===== src/rtl/pipe_hazard_ctrl.sv =====
// rtl/pipe_hazard_ctrl.sv - ID/EXE load-use bubble, fixed-latency divide sequencing and irq cancel
module pipe_hazard_ctrl #(
    parameter int DIV_CYCLES = 32,
    parameter int CNT_W      = 6
) (
    input  logic        clk,
    input  logic        rst,
    input  logic [4:0]  id_rs,
    input  logic [4:0]  id_rt,
    input  logic        id_use_rs,
    input  logic        id_use_rt,
    input  logic        exe_wreg,
    input  logic        exe_load,
    input  logic [4:0]  exe_wd,
    input  logic        exe_is_div,
    input  logic        exe_is_sign_div,
    input  logic        irq,
    output logic        front_stall,
    output logic        id_exe_stall,
    output logic        id_exe_clr,
    output logic        exe_mem_clr,
    output logic        div_start,
    output logic        div_sign,
    output logic        div_done,
    output logic        div_cancel,
    output logic [15:0] stall_cnt
);

    typedef enum logic [1:0] {
        IDLE = 2'd0,
        BUSY = 2'd1,
        DONE = 2'd2
    } state_t;

    localparam logic [CNT_W-1:0] DIV_LOAD = CNT_W'(DIV_CYCLES);
    localparam logic [CNT_W-1:0] CNT_ONE  = CNT_W'(1);

    state_t           state;
    logic [CNT_W-1:0] cnt;
    logic             load_use;
    logic             div_stall;

    always_comb begin
        load_use = exe_load & exe_wreg & (exe_wd != 5'd0) &
                   ((id_use_rs & (id_rs == exe_wd)) | (id_use_rt & (id_rt == exe_wd)));
        div_stall = ((state == IDLE) & exe_is_div) | (state == BUSY);
    end

    // Stall/clear outputs are combinational so the hazard is covered in the same cycle;
    // irq overrides everything except the cancel pulse.
    always_comb begin
        id_exe_stall = ~irq & div_stall;
        exe_mem_clr  = ~irq & div_stall;
        front_stall  = ~irq & (div_stall | load_use);
        id_exe_clr   = ~irq & load_use & ~div_stall;
        div_start    = ~irq & (state == IDLE) & exe_is_div;
        div_sign     = ~irq & (state == IDLE) & exe_is_div & exe_is_sign_div;
        div_done     = ~irq & (state == DONE);
        div_cancel   = irq & ((state == BUSY) | (state == DONE));
    end

    always_ff @(posedge clk or posedge rst) begin
        if (rst) begin
            state <= IDLE;
            cnt   <= '0;
        end else if (irq) begin
            state <= IDLE;
            cnt   <= '0;
        end else begin
            case (state)
                IDLE: begin
                    if (exe_is_div) begin
                        state <= BUSY;
                        cnt   <= DIV_LOAD;
                    end
                end
                BUSY: begin
                    cnt <= cnt - CNT_ONE;
                    // <= guards against a zero count ever stranding the FSM in BUSY
                    if (cnt <= CNT_ONE) begin
                        state <= DONE;
                    end
                end
                DONE: begin
                    state <= IDLE;
                end
                default: begin
                    state <= IDLE;
                    cnt   <= '0;
                end
            endcase
        end
    end

    always_ff @(posedge clk or posedge rst) begin
        if (rst) begin
            stall_cnt <= 16'd0;
        end else if (front_stall && (stall_cnt != 16'hFFFF)) begin
            stall_cnt <= stall_cnt + 16'd1;
        end
    end

endmodule

===== config.mk =====
export PLATFORM = sky130hd
export DESIGN_NAME = pipe_hazard_ctrl
export DESIGN_NICKNAME = d
export VERILOG_FILES = /design/src/rtl/pipe_hazard_ctrl.sv
export SDC_FILE = /design/constraint.sdc
export NUM_CORES = 1
export LEC_CHECK = 0
export ABC_AREA = 1
export BUFFER_PORTS_ARGS = -buffer_cell sky130_fd_sc_hd__buf_4
export CORE_UTILIZATION = 37
export CTS_CLUSTER_DIAMETER = 30
export DETAILED_ROUTE_END_ITERATION = 8
export HOLD_SLACK_MARGIN = 0.12
export PLACE_DENSITY = 0.56
export SLEW_MARGIN = 5
export SYNTH_ARGS = -nofsm -noshare
export SYNTH_HDL_FRONTEND = slang
export SYNTH_SLANG_ARGS = --single-unit

===== constraint.sdc =====
create_clock -name clk -period 2.9 [get_ports clk]
set_input_delay 0.29 -clock clk [delete_from_list [all_inputs] [get_ports clk]]
set_output_delay 0.29 -clock clk [all_outputs]
set_load 0.01 [all_outputs]

==> flow_metrics.py <==
metrics = {
    "run_status": {
        "status": "finished, final reports clean",
    },
    "final_layout": {
        "drive_above_1_share_pct": 23.5,
        "mostFrequentLayoutCells": "nand2_1, buf_4, inv_1",
        "diodes": 0,
        "final_common_cell": "nand2_1",
        "nFillCells": 459,
        "utilization_pct": 49.2,
        "layout.nets": 333,
        "syn_to_final_growth_pct": 23.8,
    },
    "detailed_routing": {
        "drc_errors": 0,
        "ant_nets": 0,
        "totalWireLength_um": 3860,
        "wire_per_inst_um": 10.9,
        "drtIter0Drc": 84,
        "first_pass_iters": 4,
        "dr_total_vias": 1634,
        "avgViaCountPerCell": 4.62,
    },
    "worst_setup_path": {
        "critical_path_arrival_ns": 1.76,
        "worst-path-max-fanout": 19,
        "reg2reg_depth": 9,
        "r2r_end": "stall_cnt[9]",
        "r2r_setup_slack_ns": 1.21,
        "cp-start-kind": "flip-flop",
        "end_kind": "output port",
        "r2r_start": "state[1]",
        "worstPathRequired_ns": 2.61,
        "crit_type": "flip-flop to output port",
    },
    "flow_run": {
        "drv_cap": 0,
    },
    "cts": {
        "hold_buffers": 0,
        "cts_tree": "yes",
        "htree_levels": 1,
        "clock_sinks": 24,
        "cts_setup_buffers": 0,
        "cts_resized": 0,
        "clk_latency_ns": 0.27,
        "cts_root_buffer": "clkbuf_8",
        "clockBufferDepth": 2,
        "clk_pin_slew_ns": 0.09,
        "cts_buffers": 3,
    },
    "timing": {
        "drv_slew": 0,
        "worst_pin_slew_ns": 0.919,
        "grt_setup_unrepaired": "no",
        "max_freq_mhz": 489,
        "post-route-period-util_pct": 70.6,
        "finClkSkew_ns": 0.00701,
        "slew_headroom_pct": 38.6,
        "period_minus_slack_ns": 2.05,
        "setup_viol": 0,
        "hold_viol": 0,
        "setup_tns_ns": 0,
    },
    "yosys": {
        "synth_adder_area_share_pct": 4.19,
        "synth.yosys.warnings": 0,
        "syn_nets": 285,
        "avgSynthCellArea_um2": 7.02,
        "synth_area_um2": 1790,
        "muxShareOfSynthArea_pct": 0,
        "syn_inst": 255,
        "yosysUniqueCellTypes": 31,
        "synth_compound_area_share_pct": 4.19,
        "synthSimpleGateAreaFrac_pct": 41.2,
        "synth_xor_xnor_area_share_pct": 6.36,
        "synth_top_family_by_area": "simple AND/OR/NAND/NOR gates",
        "yosysSeqAreaShare_pct": 33.5,
        "ys_ff_latch": 24,
    },
    "global_routing": {
        "grt_pass1_vias": 1520,
        "overflow": 0,
        "antenna_found_initial": 0,
        "track_usage_pct": 16.8,
        "grt_first_pass_wirelength_um": 6820,
        "grt_max_degree": 25,
    },
    "floorplan": {
        "io_pins": 48,
        "die-area_um2": 5120,
        "chipWidth_um": 71.6,
        "placementRows": 24,
        "initial_core_util_pct": 39.7,
        "fp.coreArea_um2": 4500,
        "die_h_um": 71.6,
    },
    "hold_path": {
        "hold_class": "primary input to asynchronous set/reset pin",
    },
    "placement": {
        "gp_congestion": 0.771,
        "dpl.hpwl_um": 3040,
        "port_buffers": 47,
    },
    "power_and_ir_drop": {
        "ir_worst_vdd_v": 0.000386,
        "powerDensity_nw_per_um2": 584,
        "p_leak_nw": 1.24,
    },
}
## worst max path at each step
stage             start  slack [ns]  cells after the start           to
2_1_floorplan  state[0]        1.26                      7  front_stall
3_3_place_gp   state[1]        1.20                      7  front_stall
3_5_place_dp   state[1]        1.14                      7  front_stall
4_1_cts        state[1]        0.83                      7  front_stall
5_1_grt        state[1]        0.65                      7  front_stall
6_report       state[1]        0.85                      7  front_stall
## through the flow
step	instance area (µm²)	worst slack (ns)	instances	total power, W	hold slack (ns)
global route	2220	0.651	354	0.00143	0.319
global placement	2160	1.20	350	0.00108	0.502
floorplan	1790	1.26	255	0.000910	0.305
finish	2220	0.853	354	0.00129	0.225
detailed placement	2160	1.14	350	0.00108	0.508
CTS	2220	0.829	354	0.00132	0.268
## cell usage after synthesis
cell	n	share of area [%]
ha_1	6	4.2
nor2_4	2	1.3
nor2_1	22	4.6
a21oi_1	1	0.28
nor3_4	1	0.91
o21ai_2	1	0.49
dfrtp_1	24	34
xor2_1	7	3.4
o21ai_1	2	0.56
nand2_1	84	18
o31ai_1	1	0.42
o21ai_0	6	1.7
buf_4	2	0.84
o22ai_1	1	0.35
nand2_2	1	0.35
nor3b_1	2	0.84
buf_12	1	1.1
inv_2	7	1.5
buf_6	1	0.63
nand3_2	1	0.56
inv_1	31	6.5
nor3_1	7	2.0
nor3_2	1	0.56
nor2_2	2	0.70
a211oi_1	1	0.42
nand3_1	25	7.0
nand3b_1	1	0.42
nand2_4	3	1.9
xnor2_1	6	2.9
nand4_1	4	1.4
nand2_8	1	1.1
## routing by layer
layer | GRT usage [%] | share of wire (%)
met3 | 3.66 | 3.5
met4 | 3.27 | 0.65
met5 | 0 | 0
met1 | 22.8 | 51
met2 | 27.6 | 45
## cell type report
| class | instances | area, µm² | share of cell area (%) |
|---|---|---|---|
| multi-input cells | 189 | 1000 | 45.1 |
| flip-flops and latches | 24 | 601 | 27.1 |
| repair buffers | 47 | 353 | 15.9 |
| clock buffers | 4 | 55.1 | 2.48 |
| well taps | 52 | 65.1 | 2.93 |
| inverters | 38 | 143 | 6.43 |
## kinds of logic after synthesis
| kind of cell | after synthesis |
|---|---|
| xor gates and xnor gates | 13 |
| adders and majority gates | 6 |
| buffers and inverters | 42 |
| and+or+nand+nor | 157 |
| DFF | 24 |
| AOI/OAI and AO/OA | 13 |
## sequential cells by signal, indices dropped and copies added, names as in the netlist
name,cells
stall_cnt,16
state,2
cnt,6
## power breakdown
group / switching (W) / internal (W)
Combinational: 0.000352 / 0.000249
Clock: 0.000104 / 0.000121
Sequential: 0.0000640 / 0.000404
Total: 0.000521 / 0.000774
## critical path, cell delays in order, from the launching register on
cell	delay [ns]
dfrtp_1	0.40
inv_1	0.08
ha_1	0.18
inv_1	0.06
nor2_1	0.27
nor2_2	0.11
nand2_4	0.22
buf_4	0.17
Power figures use the tool's default switching activity.
